==> config.mk <==
export PLATFORM = sky130hd
export DESIGN_NAME = calc1_port_sched_flat
export DESIGN_NICKNAME = d
export VERILOG_FILES = /design/src/rtl/calc1_port_sched_if.sv /design/src/rtl/calc1_port_sched.sv /design/src/flat_wrapper.sv
export SDC_FILE = /design/constraint.sdc
export NUM_CORES = 1
export LEC_CHECK = 0
export CORE_AREA = 2 2 153 155
export DETAILED_ROUTE_END_ITERATION = 10
export DIE_AREA = 0 0 155 157
export PLACE_DENSITY = 0.73
export SYNTH_ARGS = -nofsm -noshare
export SYNTH_HDL_FRONTEND = slang
export SYNTH_SLANG_ARGS = --single-unit
export TNS_END_PERCENT = 50
==> constraint.sdc <==
create_clock -name c_clk -period 1.75 [get_ports c_clk]
set_input_delay 0.175 -clock c_clk [delete_from_list [all_inputs] [get_ports c_clk]]
set_output_delay 0.175 -clock c_clk [all_outputs]
set_load 0.03 [all_outputs]
==> src/rtl/calc1_port_sched_if.sv <==
// calc1_port_sched_if: client request/response bus plus the calc1 port
// signals used by calc1_port_sched. "slave" is the scheduler side and
// "master" is the client/calc1 side.
interface calc1_port_sched_if #(
  parameter int NUM_REQ = 4
);
  logic [NUM_REQ-1:0]    req_valid;
  logic [NUM_REQ-1:0]    req_ready;
  logic [4*NUM_REQ-1:0]  req_cmd;
  logic [32*NUM_REQ-1:0] req_op1;
  logic [32*NUM_REQ-1:0] req_op2;
  logic [NUM_REQ-1:0]    rsp_valid;
  logic [1:0]            rsp_resp;
  logic [31:0]           rsp_data;
  logic [3:0]            calc_cmd_out;
  logic [31:0]           calc_data_out;
  logic [1:0]            calc_resp_in;
  logic [31:0]           calc_data_in;

  modport slave (
    input  req_valid, req_cmd, req_op1, req_op2, calc_resp_in, calc_data_in,
    output req_ready, rsp_valid, rsp_resp, rsp_data, calc_cmd_out, calc_data_out
  );

  modport master (
    output req_valid, req_cmd, req_op1, req_op2, calc_resp_in, calc_data_in,
    input  req_ready, rsp_valid, rsp_resp, rsp_data, calc_cmd_out, calc_data_out
  );
endinterface

==> src/rtl/calc1_port_sched.sv <==
// calc1_port_sched: round-robin scheduler sharing one calc1 request port
// among NUM_REQ clients. One operation is in flight at a time; a WAIT-state
// timeout returns response code 2'b11 with zero data.
// Optional statistics counters are built when CALC1_SCHED_STATS_EN is defined.
//
// state | meaning
// IDLE  | arbitrate, pulse req_ready to the winner and latch its operation
// CMD   | drive latched cmd and op1 to calc1
// OP2   | drive op2 to calc1, clear the timeout counter
// WAIT  | wait for calc1 response or timeout
// DONE  | pulse rsp_valid to the owning client with the latched result
module calc1_port_sched #(
  parameter int NUM_REQ = 4,
  parameter int TIMEOUT = 64,
  parameter int CNT_W   = 16
) (
  input  logic                c_clk,
  input  logic                reset,
  calc1_port_sched_if.slave   bus
`ifdef CALC1_SCHED_STATS_EN
  ,
  output logic [CNT_W-1:0]    stat_done,
  output logic [CNT_W-1:0]    stat_err
`endif
);

  localparam int IDX_W = (NUM_REQ > 1) ? $clog2(NUM_REQ) : 1;
  localparam int TO_W  = (TIMEOUT > 2) ? $clog2(TIMEOUT) : 1;

  localparam logic [2:0] IDLE = 3'd0;
  localparam logic [2:0] CMD  = 3'd1;
  localparam logic [2:0] OP2  = 3'd2;
  localparam logic [2:0] WAIT = 3'd3;
  localparam logic [2:0] DONE = 3'd4;

  logic [2:0]       state;
  logic [IDX_W-1:0] rr_ptr;
  logic [IDX_W-1:0] grant_q;
  logic [3:0]       cmd_q;
  logic [31:0]      op1_q;
  logic [31:0]      op2_q;
  logic [TO_W-1:0]  to_cnt;
  logic [1:0]       resp_q;
  logic [31:0]      data_q;

  logic [IDX_W:0]   idx;
  logic [IDX_W-1:0] grant;
  logic             found;
  logic             accept;

  // Pick the first valid client at or after the round-robin pointer, wrapping.
  always_comb begin
    found = 1'b0;
    grant = '0;
    idx   = '0;
    for (int k = 0; k < NUM_REQ; k++) begin
      idx = {1'b0, rr_ptr} + (IDX_W+1)'(k);
      if (idx >= (IDX_W+1)'(NUM_REQ)) idx = idx - (IDX_W+1)'(NUM_REQ);
      if (!found && bus.req_valid[idx[IDX_W-1:0]]) begin
        found = 1'b1;
        grant = idx[IDX_W-1:0];
      end
    end
  end

  // Accept is suppressed while reset is held so no client sees a stray pulse.
  assign accept = (state == IDLE) && found && reset;

  // Output decode: everything is zero unless the state owns that output.
  always_comb begin
    bus.req_ready     = '0;
    bus.rsp_valid     = '0;
    bus.rsp_resp      = 2'b00;
    bus.rsp_data      = 32'h0;
    bus.calc_cmd_out  = 4'h0;
    bus.calc_data_out = 32'h0;
    if (accept) bus.req_ready[grant] = 1'b1;
    case (state)
      CMD: begin
        bus.calc_cmd_out  = cmd_q;
        bus.calc_data_out = op1_q;
      end
      OP2: bus.calc_data_out = op2_q;
      DONE: begin
        bus.rsp_valid[grant_q] = 1'b1;
        bus.rsp_resp           = resp_q;
        bus.rsp_data           = data_q;
      end
      default: ;
    endcase
  end

  // Scheduler FSM and operation/result registers.
  always_ff @(posedge c_clk) begin
    if (!reset) begin
      state   <= IDLE;
      rr_ptr  <= '0;
      grant_q <= '0;
      cmd_q   <= 4'h0;
      op1_q   <= 32'h0;
      op2_q   <= 32'h0;
      to_cnt  <= '0;
      resp_q  <= 2'b00;
      data_q  <= 32'h0;
    end else begin
      case (state)
        IDLE: begin
          if (accept) begin
            grant_q <= grant;
            cmd_q   <= bus.req_cmd[4*grant +: 4];
            op1_q   <= bus.req_op1[32*grant +: 32];
            op2_q   <= bus.req_op2[32*grant +: 32];
            rr_ptr  <= (grant == IDX_W'(NUM_REQ-1)) ? '0 : grant + 1'b1;
            state   <= CMD;
          end
        end
        CMD: state <= OP2;
        OP2: begin
          to_cnt <= '0;
          state  <= WAIT;
        end
        WAIT: begin
          to_cnt <= to_cnt + 1'b1;
          if (bus.calc_resp_in != 2'b00) begin
            resp_q <= bus.calc_resp_in;
            data_q <= bus.calc_data_in;
            state  <= DONE;
          end else if (to_cnt == TO_W'(TIMEOUT-1)) begin
            resp_q <= 2'b11;
            data_q <= 32'h0;
            state  <= DONE;
          end
        end
        DONE: state <= IDLE;
        default: state <= IDLE;
      endcase
    end
  end

`ifdef CALC1_SCHED_STATS_EN
  // Saturating completion and error counters; error means resp 2 or 3.
  always_ff @(posedge c_clk) begin
    if (!reset) begin
      stat_done <= '0;
      stat_err  <= '0;
    end else if (state == DONE) begin
      if (stat_done != '1) stat_done <= stat_done + 1'b1;
      if (resp_q[1] && (stat_err != '1)) stat_err <= stat_err + 1'b1;
    end
  end
`endif

endmodule

==> src/flat_wrapper.sv <==
// flat-port wrapper written by rule: the top's interface ports become plain ports
module calc1_port_sched_flat 
#(
  parameter int NUM_REQ = 4,
  parameter int TIMEOUT = 64,
  parameter int CNT_W   = 16
)
  (c_clk, reset, bus_req_valid, bus_req_cmd, bus_req_op1, bus_req_op2, bus_calc_resp_in, bus_calc_data_in, bus_req_ready, bus_rsp_valid, bus_rsp_resp, bus_rsp_data, bus_calc_cmd_out, bus_calc_data_out);
  calc1_port_sched_if #(.NUM_REQ(NUM_REQ)) bus_i ();
  input  logic c_clk;
  input  logic reset;
  input wire logic [$bits(bus_i.req_valid)-1:0] bus_req_valid;
  input wire logic [$bits(bus_i.req_cmd)-1:0] bus_req_cmd;
  input wire logic [$bits(bus_i.req_op1)-1:0] bus_req_op1;
  input wire logic [$bits(bus_i.req_op2)-1:0] bus_req_op2;
  input wire logic [$bits(bus_i.calc_resp_in)-1:0] bus_calc_resp_in;
  input wire logic [$bits(bus_i.calc_data_in)-1:0] bus_calc_data_in;
  output wire logic [$bits(bus_i.req_ready)-1:0] bus_req_ready;
  output wire logic [$bits(bus_i.rsp_valid)-1:0] bus_rsp_valid;
  output wire logic [$bits(bus_i.rsp_resp)-1:0] bus_rsp_resp;
  output wire logic [$bits(bus_i.rsp_data)-1:0] bus_rsp_data;
  output wire logic [$bits(bus_i.calc_cmd_out)-1:0] bus_calc_cmd_out;
  output wire logic [$bits(bus_i.calc_data_out)-1:0] bus_calc_data_out;
  assign bus_i.req_valid = bus_req_valid;
  assign bus_i.req_cmd = bus_req_cmd;
  assign bus_i.req_op1 = bus_req_op1;
  assign bus_i.req_op2 = bus_req_op2;
  assign bus_i.calc_resp_in = bus_calc_resp_in;
  assign bus_i.calc_data_in = bus_calc_data_in;
  assign bus_req_ready = bus_i.req_ready;
  assign bus_rsp_valid = bus_i.rsp_valid;
  assign bus_rsp_resp = bus_i.rsp_resp;
  assign bus_rsp_data = bus_i.rsp_data;
  assign bus_calc_cmd_out = bus_i.calc_cmd_out;
  assign bus_calc_data_out = bus_i.calc_data_out;
  calc1_port_sched #(.NUM_REQ(NUM_REQ), .TIMEOUT(TIMEOUT), .CNT_W(CNT_W)) u_core (.c_clk(c_clk), .reset(reset), .bus(bus_i));
endmodule
==> reports/results.txt <==
Final hold violations = 0
FF-to-FF setup slack = -130 ps
Setup tns final = -11010 ps
Area of the mapped netlist = 6356 um2
Area fraction of the dominant cell type after synthesis = 36.22%
Syn_nets = 989
Reg clk slew, reported paths = 60 ps
Max Root-Sink Buffers = 2
Worst-path fanout max = 4
Gate power share = 37.6%
Slew headroom = 68.48%
TritonCTS Buffers = 17
Fill cells = 1983
CP Class = reg -> out
Commonest non-fill, non-tap cell in the layout = clkdlybuf4s50_1
Gp weighted congestion = 0.8014
P&R area growth vs syn = 98.39%
Util after Layout = 56.04%
Tightest Pin Transition = 472.8 ps
Worst EP arrival = 1760 ps
Hold path startpoint = reset
Worst setup SP type = flop
Share of cells above drive strength 1 = 27.86%
DIE HEIGHT = 157 um
First-pass DRT Iterations = 5
IO Pins = 390
Die X = 155 um
First-pass GRT wire length = 40170 um
Int Power = 7383 uW
Final net count = 1428
Post-synthesis sequential area ratio = 36.22%
Layout Skew = 7.137 ps
Netlist cell types = 40
Sequential Power Share = 30.6%
Via count = 7326
Worst r2r path cells = 11
Reg-to-reg startpoint = u_core.state[0]
CP cell instances = buf_4, nor4_4, buf_6, nand2b_4, buf_12, nor2_1, buf_4
Critical path required time = 1570 ps
Status = finished with violations
Clock Latency Late Sink = 410 ps
Hold Path Sink = u_core.state[1]
Final setup fails = 107
Overall Power = 10780 uW
FF-to-FF End = u_core.op2_q[8]
Detail-routed via count per cell = 5.185
DIE AREA = 24340 um2
Slew Viols, Final = 0
Initial antenna violation count = 1
Fmax = 515.7 MHz
Final wirelength = 30610 um
Max Cap Violations = 0
CTS sink count = 115
H-tree levels = 4
Cell Rows = 55
Switching share of power = 31.48%
Hold Path Depth = 4
Pre-CTS setup slack = -487.4 ps
Remaining Overflow, GRT = 0
Iteration-0 DRC count of the detailed router = 381
Failing checks = negative setup slack
Most frequent cells in the layout = clkdlybuf4s50_1 (306), mux2i_1 (123), dfxtp_1 (110)
Detail Route Antenna Nets = 0
Leading area contributor after synthesis = dfxtp_1
Cell count after synthesis = 676
PnR worst setup slack = -189.2 ps
Starting Density = 28.25%
RSZ-0062 raised after global routing = true
Clock share of power = 31.8%
Drt wl/cell = 21.67 um
Cell mode on critical path = buf_4
Sw power = 3393 uW
Critical path's slowest cell = dfxtp_2
Pin count of the biggest net entering global routing = 57
Vias in the first global route = 7075
Synthesis Warnings = 0
CP Capture Type = output pin
Cell Pwr Density = 854.6 nW/um2
Maximum VDD drop = 0.0005451 V
Period utilisation layout = 110.8%
Synth top area cells = dfxtp_1 (36%), mux2i_1 (22%), o221ai_1 (9.4%)
TritonCTS clock tree = done
Core Area = 22500 um2
DRC = 0
Number of port buffers = 389
CP peak stage delay = 330 ps
Post-DP HPWL = 19020 um
Synth Register Bits = 115
Overall routing resource usage = 21.34%
Min Tclk post-route = 1939 ps
Post-Syn Area per Cell = 9.403 um2
HP Class = in -> reg
CTS root buffer = clkbuf_16
LEAKAGE = 0.005132 uW
## stage by stage
stage / instance area (um2) / hold WS [ps] / std cells
2_1_floorplan: 6356 / 284.7 / 676
3_3_place_gp: 10660 / 433.1 / 1334
3_5_place_dp: 10660 / 446.1 / 1334
4_1_cts: 11700 / 316.5 / 1387
5_1_grt: 12610 / 347.4 / 1413
6_report: 12610 / 348.3 / 1413
## cell usage after synthesis
library cell	n
mux2i_1	137
dfxtp_1	115
nand2_1	79
o221ai_1	68
nor2_1	49
and3_1	35
clkbuf_1	35
a22oi_1	34
a22o_1	32
buf_2	17
a21oi_1	12
buf_12	8
nand2b_1	6
and2_1	5
o21ai_0	5
inv_1	3
nand3_1	3
nor2b_1	3
xnor2_1	3
a311oi_1	2
buf_8	2
inv_2	2
nor3_1	2
nor3b_1	2
o21a_1	2
a211oi_1	1
and2b_4	1
and3b_1	1
buf_4	1
buf_6	1
ha_1	1
nand3b_1	1
nor2_2	1
nor3_2	1
nor3b_2	1
nor4_1	1
nor4_4	1
o31ai_1	1
o32a_1	1
o41ai_2	1
## sequential cells by signal, indices dropped and copies added, names as in the netlist
signal          cells
u_core.to_cnt       6
u_core.grant_q      2
u_core.data_q      32
u_core.op2_q       32
u_core.cmd_q        4
u_core.rr_ptr       2
u_core.op1_q       32
u_core.resp_q       2
u_core.state        3
## area by class of cell
class	count	area, um2	area share, %
timing repair buffer	484	5223	41.42
multi-input combinational	492	4125	32.71
sequential	115	2313	18.35
clock buffer	19	432.9	3.433
tap	285	356.6	2.828
clock inverter	12	135.1	1.072
inverter	5	21.27	0.1687
antenna	1	2.502	0.01985
## worst max path at each step
stage                           from                    end  cells past startpoint
detailed placement  bus_req_valid[1]       u_core.op1_q[31]                      7
floorplan            u_core.state[0]       bus_req_ready[1]                      5
finish               u_core.state[0]       bus_req_ready[2]                      7
CTS                  u_core.state[2]  bus_calc_data_out[11]                      6
global route         u_core.state[1]  bus_calc_data_out[13]                      6
global placement    bus_req_valid[1]       u_core.op1_q[31]                      7
## worst max-delay path: cells and delay by family, from the launching register on
family	cells	cell delay, ps
AND/OR/NAND/NOR	3	410
flip-flops	1	330
buffers and inverters	4	610
## what timing repair did
item,CTS,global route
cloned,6,20
pin swaps,24,18
endpoints found under the hold margin,0,0
endpoints found under the setup margin,130,160
resized for setup,64,116
buffers inserted,17,6
hold buffers,0,0
## power by group through the flow
stage	logic [uW]	clock network (uW)	registers [uW]
CTS	3410	3490	3240
global placement	3040	0	3280
global route	4260	3600	3330
detailed placement	3080	0	3290
finish	4050	3430	3290
floorplan	1720	0	3200
## layer usage
metal / global-route usage (%) / wire length [um] / vias up
li1: - / - / 3453
met1: 25.46 / 12270 / 3559
met2: 38.67 / 15990 / 288
met3: 5.259 / 1933 / 26
met4: 4.762 / 423 / 0
met5: 0 / 0 / -
## cell families after synthesis
| logic type | after synthesis | synth area share (%) |
|---|---|---|
| simple gates | 192 | 14.31 |
| compound gates | 159 | 20.30 |
| mux | 137 | 21.57 |
| flops | 115 | 36.22 |
| buf+inv | 69 | 6.988 |
| xor+xnor | 3 | 0.4135 |
| fa+ha+maj | 1 | 0.1968 |
Note: power is estimated with default switching activity, not from simulation.
